===== src/rtl/servo_pkg.sv =====
// Shared types and default timing for the servo frame scheduler.
// Widths are in clock cycles; defaults assume a 100 MHz clock.
package servo_pkg;

    typedef logic [31:0] pw_t;

    typedef enum logic [2:0] {
        S_IDLE,
        S_WAIT_FRAME,
        S_UPDATE,
        S_ISSUE,
        S_ACK,
        S_RUN
    } servo_sched_state_t;

    localparam int DEF_MIN_PW    = 100000;
    localparam int DEF_MAX_PW    = 200000;
    localparam int DEF_CENTER_PW = 150000;
    localparam int DEF_SLEW_STEP = 5000;

endpackage


===== src/rtl/servo_slew_limit.sv =====
// Clamp a target width into [MIN_PW, MAX_PW] and move the committed
// width toward it by at most SLEW_STEP; purely combinational.
module servo_slew_limit
    import servo_pkg::*;
#(
    parameter pw_t MIN_PW    = pw_t'(DEF_MIN_PW),
    parameter pw_t MAX_PW    = pw_t'(DEF_MAX_PW),
    parameter pw_t SLEW_STEP = pw_t'(DEF_SLEW_STEP)
) (
    input  pw_t i_target,
    input  pw_t i_committed,
    output pw_t o_next
);

    pw_t w_t;
    pw_t w_diff;

    always_comb begin
        w_t    = i_target;
        w_diff = '0;
        o_next = i_committed;
        if (i_target < MIN_PW) begin
            w_t = MIN_PW;
        end else if (i_target > MAX_PW) begin
            w_t = MAX_PW;
        end
        // Subtract in the safe direction so nothing wraps.
        if (w_t >= i_committed) begin
            w_diff = w_t - i_committed;
            o_next = i_committed + ((w_diff > SLEW_STEP) ? SLEW_STEP : w_diff);
        end else begin
            w_diff = i_committed - w_t;
            o_next = i_committed - ((w_diff > SLEW_STEP) ? SLEW_STEP : w_diff);
        end
    end

endmodule


===== src/rtl/servo_scheduler.sv =====
// Time-shares one servo driver across NUM_CH pins: once per frame each
// committed width is slew-limited, then each channel's pulse is issued in turn.
module servo_scheduler
    import servo_pkg::*;
#(
    parameter  int NUM_CH       = 2,
    parameter  int FRAME_CYCLES = 2000000,
    parameter  int MIN_PW       = DEF_MIN_PW,
    parameter  int MAX_PW       = DEF_MAX_PW,
    parameter  int CENTER_PW    = DEF_CENTER_PW,
    parameter  int SLEW_STEP    = DEF_SLEW_STEP,
    parameter  int DONE_TIMEOUT = 4,
    localparam int CH_W         = (NUM_CH > 1) ? $clog2(NUM_CH) : 1,
    localparam int TW           = $clog2(DONE_TIMEOUT + 1)
) (
    input  logic              i_clk,
    input  logic              i_rstn,
    input  logic              i_enable,
    input  logic              i_pos_wr,
    input  logic [CH_W-1:0]   i_pos_ch,
    input  logic [31:0]       i_pos_data,
    output logic              o_drv_start,
    output logic [31:0]       o_drv_pulseWidth,
    input  logic              i_drv_done,
    input  logic              i_drv_pulse,
    output logic [NUM_CH-1:0] o_servo_pulse,
    output logic              o_frame_start,
    output logic              o_busy,
    output logic              o_overrun,
    output logic              o_err
);

    servo_sched_state_t r_state;

    pw_t             r_target    [NUM_CH];
    pw_t             r_committed [NUM_CH];
    pw_t             w_next      [NUM_CH];
    pw_t             r_drv_pw;
    logic [31:0]     r_frame_cnt;
    logic [CH_W-1:0] r_ch;
    logic [TW-1:0]   r_timer;
    logic            r_alive;
    logic            r_drv_start;
    logic            r_overrun;
    logic            r_err;
    logic            w_tick;
    logic            w_busy;
    logic            w_last;
    logic            w_route;

    for (genvar g = 0; g < NUM_CH; g++) begin : g_slew
        servo_slew_limit #(
            .MIN_PW    (pw_t'(MIN_PW)),
            .MAX_PW    (pw_t'(MAX_PW)),
            .SLEW_STEP (pw_t'(SLEW_STEP))
        ) u_slew (
            .i_target    (r_target[g]),
            .i_committed (r_committed[g]),
            .o_next      (w_next[g])
        );
    end

    // r_alive keeps the tick strobe quiet while reset is held.
    assign w_tick  = i_enable && r_alive && (r_frame_cnt == '0);
    assign w_busy  = !((r_state == S_IDLE) || (r_state == S_WAIT_FRAME));
    assign w_last  = (r_ch == CH_W'(NUM_CH - 1)) || !i_enable;
    assign w_route = (r_state == S_ACK) || (r_state == S_RUN);

    assign o_frame_start    = w_tick;
    assign o_busy           = w_busy;
    assign o_drv_start      = r_drv_start;
    assign o_drv_pulseWidth = r_drv_pw;
    assign o_overrun        = r_overrun;
    assign o_err            = r_err;

    always_comb begin
        o_servo_pulse = '0;
        for (int i = 0; i < NUM_CH; i++) begin
            o_servo_pulse[i] = w_route && (r_ch == CH_W'(i)) && i_drv_pulse;
        end
    end

    always_ff @(posedge i_clk or negedge i_rstn) begin
        if (!i_rstn) begin
            r_frame_cnt <= '0;
            r_alive     <= 1'b0;
        end else begin
            r_alive <= 1'b1;
            if (!i_enable || r_frame_cnt == 32'(FRAME_CYCLES - 1)) begin
                r_frame_cnt <= '0;
            end else begin
                r_frame_cnt <= r_frame_cnt + 32'd1;
            end
        end
    end

    always_ff @(posedge i_clk or negedge i_rstn) begin
        if (!i_rstn) begin
            r_state     <= S_IDLE;
            r_ch        <= '0;
            r_timer     <= '0;
            r_drv_start <= 1'b0;
            r_drv_pw    <= '0;
            r_overrun   <= 1'b0;
            r_err       <= 1'b0;
            for (int i = 0; i < NUM_CH; i++) begin
                r_target[i]    <= pw_t'(CENTER_PW);
                r_committed[i] <= pw_t'(CENTER_PW);
            end
        end else begin
            r_drv_start <= 1'b0;
            for (int i = 0; i < NUM_CH; i++) begin
                if (i_pos_wr && i_pos_ch == CH_W'(i)) begin
                    r_target[i] <= i_pos_data;
                end
            end
            if (w_tick && w_busy) begin
                r_overrun <= 1'b1;
            end
            unique case (r_state)
                S_IDLE: begin
                    if (i_enable) r_state <= S_WAIT_FRAME;
                end
                S_WAIT_FRAME: begin
                    if (!i_enable)  r_state <= S_IDLE;
                    else if (w_tick) r_state <= S_UPDATE;
                end
                S_UPDATE: begin
                    for (int i = 0; i < NUM_CH; i++) begin
                        r_committed[i] <= w_next[i];
                    end
                    r_ch    <= '0;
                    r_state <= S_ISSUE;
                end
                S_ISSUE: begin
                    if (!i_enable) begin
                        r_state <= S_IDLE;
                    end else if (i_drv_done) begin
                        r_drv_start <= 1'b1;
                        r_drv_pw    <= r_committed[r_ch];
                        r_timer     <= '0;
                        r_state     <= S_ACK;
                    end
                end
                S_ACK: begin
                    if (!i_drv_done) begin
                        r_state <= S_RUN;
                    end else if (r_timer == TW'(DONE_TIMEOUT - 1)) begin
                        r_err <= 1'b1;
                        if (w_last) begin
                            r_state <= i_enable ? S_WAIT_FRAME : S_IDLE;
                        end else begin
                            r_ch    <= r_ch + 1'b1;
                            r_state <= S_ISSUE;
                        end
                    end else begin
                        r_timer <= r_timer + 1'b1;
                    end
                end
                S_RUN: begin
                    // Channel only advances once the pulse has ended.
                    if (i_drv_done) begin
                        if (w_last) begin
                            r_state <= i_enable ? S_WAIT_FRAME : S_IDLE;
                        end else begin
                            r_ch    <= r_ch + 1'b1;
                            r_state <= S_ISSUE;
                        end
                    end
                end
                default: r_state <= S_IDLE;
            endcase
        end
    end

endmodule


===== config.mk =====
export PLATFORM = sky130hd
export DESIGN_NAME = servo_scheduler
export DESIGN_NICKNAME = d
export VERILOG_FILES = /design/src/rtl/servo_pkg.sv /design/src/rtl/servo_slew_limit.sv /design/src/rtl/servo_scheduler.sv
export SDC_FILE = /design/constraint.sdc
export NUM_CORES = 1
export LEC_CHECK = 0
export ABC_AREA = 1
export BUFFER_PORTS_ARGS = -buffer_cell sky130_fd_sc_hd__buf_4
export CORE_MARGIN = 10
export CORE_UTILIZATION = 59
export DETAILED_ROUTE_END_ITERATION = 8
export GPL_ROUTABILITY_DRIVEN = 0
export PLACE_DENSITY = 0.88
export SYNTH_ARGS = -nofsm -noshare
export SYNTH_HDL_FRONTEND = slang
export SYNTH_HIERARCHICAL = 1
export SYNTH_SLANG_ARGS = --single-unit

===== constraint.sdc =====
create_clock -name i_clk -period 5.9 [get_ports i_clk]
set_input_delay 0.295 -clock i_clk [delete_from_list [all_inputs] [get_ports i_clk]]
set_output_delay 0.295 -clock i_clk [all_outputs]
set_load 0.01 [all_outputs]

==> out/qor.yml, run 1 <==
status:
  outcome: "aborted with a tool error"
  stop_stage: "global routing (5_1_grt)"
  error: "[ERROR GRT-0116] Global routing finished with congestion. Check the congestion regions in the DRC Viewer."
synthesis:
  syn-instance-count: 3874
  postSynth.asyncResetShare_pct: 100
  yosys.area.top_type_share_pct: 20.0
  yosys_warnings: 6
  synth.distinct_cells: 55
  synth_area_leaders: "nand2_1 20%, dfrtp_1 18%, ha_1 11%"
  synth_top_cell_by_area: "nand2_1"
  ys.flop_type: "dfrtp_1"
  synth_most_common_cell: "nand2_1"
  yosys-top-cells-count: "1254 x nand2_1, 653 x inv_1, 353 x nor2_1, 224 x a21oi_1, 204 x ha_1"
  synth_edf_count: 0
  synth_seq_area_share_pct: 21.7
  netlist_area_um2: 23600
  synth.avg_cell_area_um2: 6.08
  ys_ff_latch: 203
floorplanning:
  num_io_pins: 78
  die_h_um: 220
  start_util_pct: 59.5
  row_count: 73
  fp.dieW_um: 220
clock_tree:
  clockRootBuffer: "clkbuf_16"
  ctsLongestPathBuffers: 3
  cts.htree.levels: 1
  clock_sinks: 203
  cts_buffers: 22
place:
  dp_slack_ps: -1230
  io_buffers: 77
  dp_hpwl_um: 66800
  placed_cells: 5067
grt:
  grt_max_degree: 88
  grt_pass1_vias: 39600
  grt_pass1_wl_um: 250000
  grt_use_total_pct: 69.0
  gr-total-overflow: 44
==> metrics by stage <==
step	instance area [µm²]	hold WS (ps)	setup TNS [ps]	util, %
CTS	33200	20.4	-14720	83.7
detailed placement	29500	371	-40230	74.4
global placement	29500	373	-27790	74.4
floorplan	24000	-0.591	0	-
==> kinds of logic after synthesis <==
group	count (synthesis)	share of synthesized area, %
adder cells (fa/ha/maj)	210	11.3
XOR/XNOR	137	5.12
AND/OR/NAND/NOR	2021	36.7
AO/OA/AOI/OAI	533	12.5
buffers and inverters	765	12.6
other	5	0.0796
flip-flops	203	21.7
==> metal layers <==
layer | global-route usage (%) | GRT overflow
met1 | 68.2 | 0
met2 | 81.6 | 18
met3 | 63.3 | 2
met4 | 60.2 | 24
met5 | 33.4 | 0
==> repair_timing <==
| action | in CTS |
|---|---|
| hold endpoints to repair | 65 |
| buffers inserted | 106 |
| resized for setup | 515 |
| pin swaps | 209 |
| gates cloned | 1 |
| hold buffers | 1 |
| setup endpoints to repair | 55 |
==> inputs of run 2 (changes only) <==
CORE_UTILIZATION = 40   (was 59)
PLACE_DENSITY = default   (was 0.88)
PLACE_DENSITY_LB_ADDON = 0.15   (was default)
clock period = 7.65 ns   (was 5.9 ns; I/O delays follow)
==> run 2 against run 1 <==
Against the previous run: synthesized cell count did not move; the flow now finishes without violations; area after synthesis is the same.
==> out/qor.yml, run 2 <==
status:
  outcome: "complete, no violations"
grt:
  grt_max_degree: 149
  grt_pass1_wl_um: 124000
  grt_pass1_vias: 22500
  grt_use_total_pct: 21.9
  gr-total-overflow: 0
  antenna_found_initial: 1
power:
  p_sw_share_pct: 56.3
  cellPowerDensity_nw_per_um2: 455
  p_int_mw: 5.32
  ir_drop_uv: 232
  power.share.clock_pct: 10.1
  p_sw_mw: 6.86
  pwr-share-comb_pct: 73.7
  p_leak_nw: 14.4
  power.total_mw: 12.2
  p_seq_share_pct: 16.2
worst_setup_path:
  path_class: "reg -> reg"
  reg2reg_slack_ps: 290
  cp_top_family: "compound AO/OA/AOI/OAI gates"
  crit_path_end_kind: "flop"
  required_ps: 8130
  r2r_cells: 46
  cp_num_buf_inv: 8
  critical_path.most_common_cell: "nand2_1"
  cp_slowest_cell: "dfstp_2"
  path_max_fanout: 6
  r2r_start: "r_target[7]"
  cp.arrival_ps: 7840
  rr_endpoint: "r_committed[21]"
  crit_path_max_incr_delay_ps: 610
  crit_path_start_kind: "flop"
synthesis:
  yosys-top-cells-count: "1254 x nand2_1, 653 x inv_1, 353 x nor2_1, 224 x a21oi_1, 204 x ha_1"
  yosys_warnings: 6
  ys_ff_latch: 203
  netlist_area_um2: 23600
  synth.avg_cell_area_um2: 6.08
  synth_most_common_cell: "nand2_1"
  yosys.area.top_type_share_pct: 20.0
  synth.distinct_cells: 55
  synth_seq_area_share_pct: 21.7
  synth_area_leaders: "nand2_1 20%, dfrtp_1 18%, ha_1 11%"
  ys.flop_type: "dfrtp_1"
  synth_edf_count: 0
  postSynth.asyncResetShare_pct: 100
  synth_top_cell_by_area: "nand2_1"
  syn-instance-count: 3874
detailed_routing:
  ant_nets: 0
  vias: 24300
  wl_per_cell_um: 16.5
  dr.first_iter.drc_count: 2228
  first_pass_iters: 6
  vias_per_cell: 5.04
  routed_wl_um: 79200
  drc: 0
sta:
  setup_violations: 0
  fin_ws_ps: 290
  layout_min_cycle_time_ps: 7360
  final_hold_viol_count: 0
  holdWs_ps: 116
  relSlewSlack_pct: 25.9
  fmax_ghz: 0.136
  skew_ps: 17.3
  fin_setup_tns_ps: 0
  slew_violations: 0
  rsz0062_at_grt: "true"
  finalCritPeriodShare_pct: 96.2
  worstMarginPinSlew_ps: 1110
layout:
  multi_input_area_um2: 16100
  fillers: 6277
  fin_nets: 4276
  most-common-layout-cells: "1244 x nand2_1, 648 x inv_1, 347 x nor2_1, 211 x a21oi_1, 190 x ha_1"
  seq_area_um2: 5120
  utilization_pct: 46.1
  n_antenna_cell: 0
  drive_above_1_share_pct: 11.3
  final_common_cell: "nand2_1"
  reg_top3: "r_committed x64, r_target x64"
  area_growth_pct: 13.6
floorplanning:
  die_h_um: 263
  start_util_pct: 40.6
  core-area_um2: 58000
  fp.dieW_um: 263
  row_count: 88
  fp.dieArea_um2: 69000
  num_io_pins: 78
place:
  dp_slack_ps: 15.1
  io_buffers: 77
  dp_hpwl_um: 65300
clock_tree:
  clock_sinks: 203
  clock_latency_ps: 560
  clkTransAtPathRegs_ps: 60
  cts_buffers: 25
  cts.htree.levels: 1
  tritoncts: "built"
  ctsLongestPathBuffers: 3
  clockRootBuffer: "clkbuf_16"
hold_path:
  min_path_type: "in -> reg"
  hold_depth: 3
  hp-start: "i_pos_data[22]"
  hold_end: "r_target[54]"
flow_run:
  cap_violations: 0
## run 2: final cells by class
class	instances	share of cell area [%]
flip-flops and latches	203	19.1
repair inverters	1	0.0280
multi-input cells	2956	60.2
clock buffers	34	2.65
clock inverters	12	0.514
well taps	765	3.58
inverters	697	9.80
repair buffers	143	4.15
## run 2: power by group through the flow
stage / Sequential [mW] / Clock [mW] / Combinational (mW)
floorplan: 1.75 / 0 / 6.22
global placement: 1.98 / 0 / 8.57
detailed placement: 1.98 / 0 / 8.55
CTS: 1.97 / 1.27 / 8.60
global route: 2.01 / 1.31 / 10.0
finish: 1.97 / 1.23 / 8.98
## run 2: how the worst max path moves through the flow
stage                 start  depth (start not counted)         endpoint
2_1_floorplan  r_target[63]                         48  r_committed[59]
3_3_place_gp   r_target[63]                         41  r_committed[54]
3_5_place_dp   r_target[63]                         47  r_committed[59]
4_1_cts        r_target[63]                         47  r_committed[59]
5_1_grt        r_target[31]                         48  r_committed[23]
6_report        r_target[7]                         46  r_committed[21]
## run 2: what timing repair did
action / in CTS / in global routing
endpoints found under the setup margin: 1 / 39
cloned: 0 / 2
hold endpoints to repair: 51 / 0
setup buffers: 0 / 8
resized for setup: 1 / 111
pin swaps: 0 / 9
hold buffers: 1 / 0
## run 2: logic make-up (layout without fill, tap and decap cells)
group	Yosys count	after routing	synth area share (%)
xor gates and xnor gates	137	137	5.12
buffers and inverters	765	887	12.6
other	5	55	0.0796
AOI/OAI and AO/OA	533	533	12.5
adders and majority gates	210	210	11.3
DFF	203	203	21.7
and+or+nand+nor	2021	2021	36.7
## run 2: worst reg2reg max path, delay by kind of cell, from the launching register on
| family | cells | cell delay [ps] |
|---|---|---|
| compound gates | 14 | 2350 |
| simple gates | 20 | 2230 |
| fa+ha+maj | 3 | 990 |
| buf+inv | 8 | 960 |
| flops | 1 | 610 |
| xor+xnor | 1 | 170 |
## run 2: per-stage QoR
stage | area, µm² | cells
2_1_floorplan | 23800 | 3924
3_3_place_gp | 25400 | 4754
3_5_place_dp | 25400 | 4754
4_1_cts | 26300 | 4801
5_1_grt | 26800 | 4811
6_report | 26800 | 4811
## run 2: metal layers
metal / share of wire (%) / up-vias / GRT usage [%]
met1: 48 / 11000 / 31.9
met5: 0 / - / 0
met4: 2.3 / 0 / 4.97
met3: 6.9 / 96 / 2.75
met2: 42 / 790 / 33.5
li1: - / 12400 / -
No activity file was read; power rests on OpenSTA's default activity.
==> inputs of run 3 (changes only) <==
CORE_MARGIN = default   (was 10)
==> run 3 against run 2 <==
Against the previous run: combinational power fell by 1%; first-iteration DRC count decreased by 13%; global-route usage increased by 3.5 points; non-clock buffer count down 6; sequential share of layout area rose by 0.080 points; worst setup slack improved by 270 ps.
==> out/qor.yml, run 3 (synthesized netlist as in run 2, its figures left out) <==
status:
  outcome: "complete, no violations"
worst_setup_path:
  path_max_fanout: 14
  cp_slowest_cell: "dfrtp_1"
  required_ps: 8060
  reg2reg_slack_ps: 560
  critical_path.most_common_cell: "nand2_1"
  r2r_cells: 44
  r2r_start: "r_target[30]"
  setup.worst_path.start: "r_target[30]"
  cp.arrival_ps: 7500
  crit_path_start_kind: "flop"
  rr_endpoint: "r_committed[22]"
  crit_path_max_incr_delay_ps: 390
  path_class: "reg -> reg"
  crit_end: "r_committed[22]"
  crit_path_end_kind: "flop"
sta:
  holdWs_ps: 120
  layout_min_cycle_time_ps: 7090
  skew_ps: 32.0
  rsz0062_at_grt: "true"
  relSlewSlack_pct: 26.3
  slew_violations: 0
  worstMarginPinSlew_ps: 1100
  final_hold_viol_count: 0
  finalCritPeriodShare_pct: 92.7
  fmax_ghz: 0.141
  setup_violations: 0
layout:
  n_antenna_cell: 0
  most-common-layout-cells: "1244 x nand2_1, 649 x inv_1, 349 x nor2_1, 213 x a21oi_1, 186 x ha_1"
  fin_nets: 4270
  reg_top3: "r_committed x64, r_target x64"
  drive_above_1_share_pct: 11.1
  final_common_cell: "nand2_1"
  area_growth_pct: 13.1
flow_run:
  cap_violations: 0
grt:
  met1_usage_pct: 38.2
  met2_usage_pct: 39.3
  grt_pass1_vias: 22000
  grt_use_total_pct: 25.4
  grt_pass1_wl_um: 121000
  antenna_found_initial: 1
  grt_max_degree: 170
  busiest_layer: "met2"
  grt_use_met3_pct: 2.13
  gr-total-overflow: 0
detailed_routing:
  dr.first_iter.drc_count: 1932
  first_pass_iters: 5
  routed_wl_um: 77300
  drc: 0
  vias_per_cell: 5.04
  wl_per_cell_um: 16.1
  ant_nets: 0
  vias: 24200
clock_tree:
  clock_sinks: 203
  clockRootBuffer: "clkbuf_16"
  cts.htree.levels: 1
  tritoncts: "built"
  clkTransAtPathRegs_ps: 60
  ctsLongestPathBuffers: 3
  clock_latency_ps: 540
  cts_buffers: 25
hold_path:
  min_path_type: "in -> reg"
  hp-start: "i_pos_data[14]"
floorplanning:
  row_count: 88
  start_util_pct: 40.7
  core-area_um2: 57900
  fp.dieW_um: 245
  die_h_um: 245
  fp.dieArea_um2: 59900
  num_io_pins: 78
power:
  cellPowerDensity_nw_per_um2: 452
  power.total_mw: 12.0
  ir_drop_uv: 225
  p_leak_nw: 14.4
place:
  io_buffers: 77
  dp_hpwl_um: 64300
run 3: how the worst min path moves through the flow:
stage / endpoint / slack (ps) / depth (start not counted)
after global placement: r_committed[60] / 270 / 1
final: r_target[14] / 120 / 3
after global routing: r_target[14] / 110 / 3
after detailed placement: r_committed[60] / 280 / 1
after CTS: r_target[46] / 90 / 3
after floorplan: o_drv_pulseWidth[0] / 90 / 0
run 3: per-layer routing:
layer	vias to the layer above	part of all wire, %
li1	12400	-
met1	11000	49
met2	744	43
met3	74	6.2
met4	0	1.7
met5	-	0
run 3: layout make-up:
class | count | area, µm²
clock buffers | 32 | 712
clock inverters | 13 | 153
fillers | 6384 | 31300
inverters | 697 | 2620
multi-input cells | 2956 | 16000
flip-flops and latches | 203 | 5120
well taps | 765 | 957
repair buffers | 137 | 1070
repair inverters | 1 | 7.51
run 3: repair_timing:
item,4_1_cts,5_1_grt
resized for setup,0,99
endpoints found under the setup margin,0,40
hold buffers,1,0
hold endpoints to repair,34,0
setup buffers,0,8
run 3: critical path: cells and delay by family, from the launching register on:
family / cells / cell delay (ps)
XOR/XNOR: 1 / 160
AO/OA/AOI/OAI: 13 / 2160
flip-flops: 1 / 390
buffers and inverters: 11 / 1410
adder cells (fa/ha/maj): 2 / 640
AND/OR/NAND/NOR: 17 / 2210
run 3: per-stage QoR:
stage | cells | setup slack (ps) | area (µm²) | utilization (%) | TNS, ps
global route | 4804 | -87.1 | 26700 | 46.0 | -386
floorplan | 3924 | 1120 | 23800 | - | 0
global placement | 4749 | 212 | 25400 | 43.8 | 0
CTS | 4795 | 76.3 | 26200 | 45.3 | 0
finish | 4804 | 560 | 26700 | 46.0 | 0
detailed placement | 4749 | 152 | 25400 | 43.8 | 0
run 3: where the power goes:
| part | switching [mW] | internal (mW) |
|---|---|---|
| clock network | 0.491 | 0.734 |
| registers | 0.525 | 1.44 |
| logic | 5.73 | 3.12 |
| total | 6.75 | 5.29 |
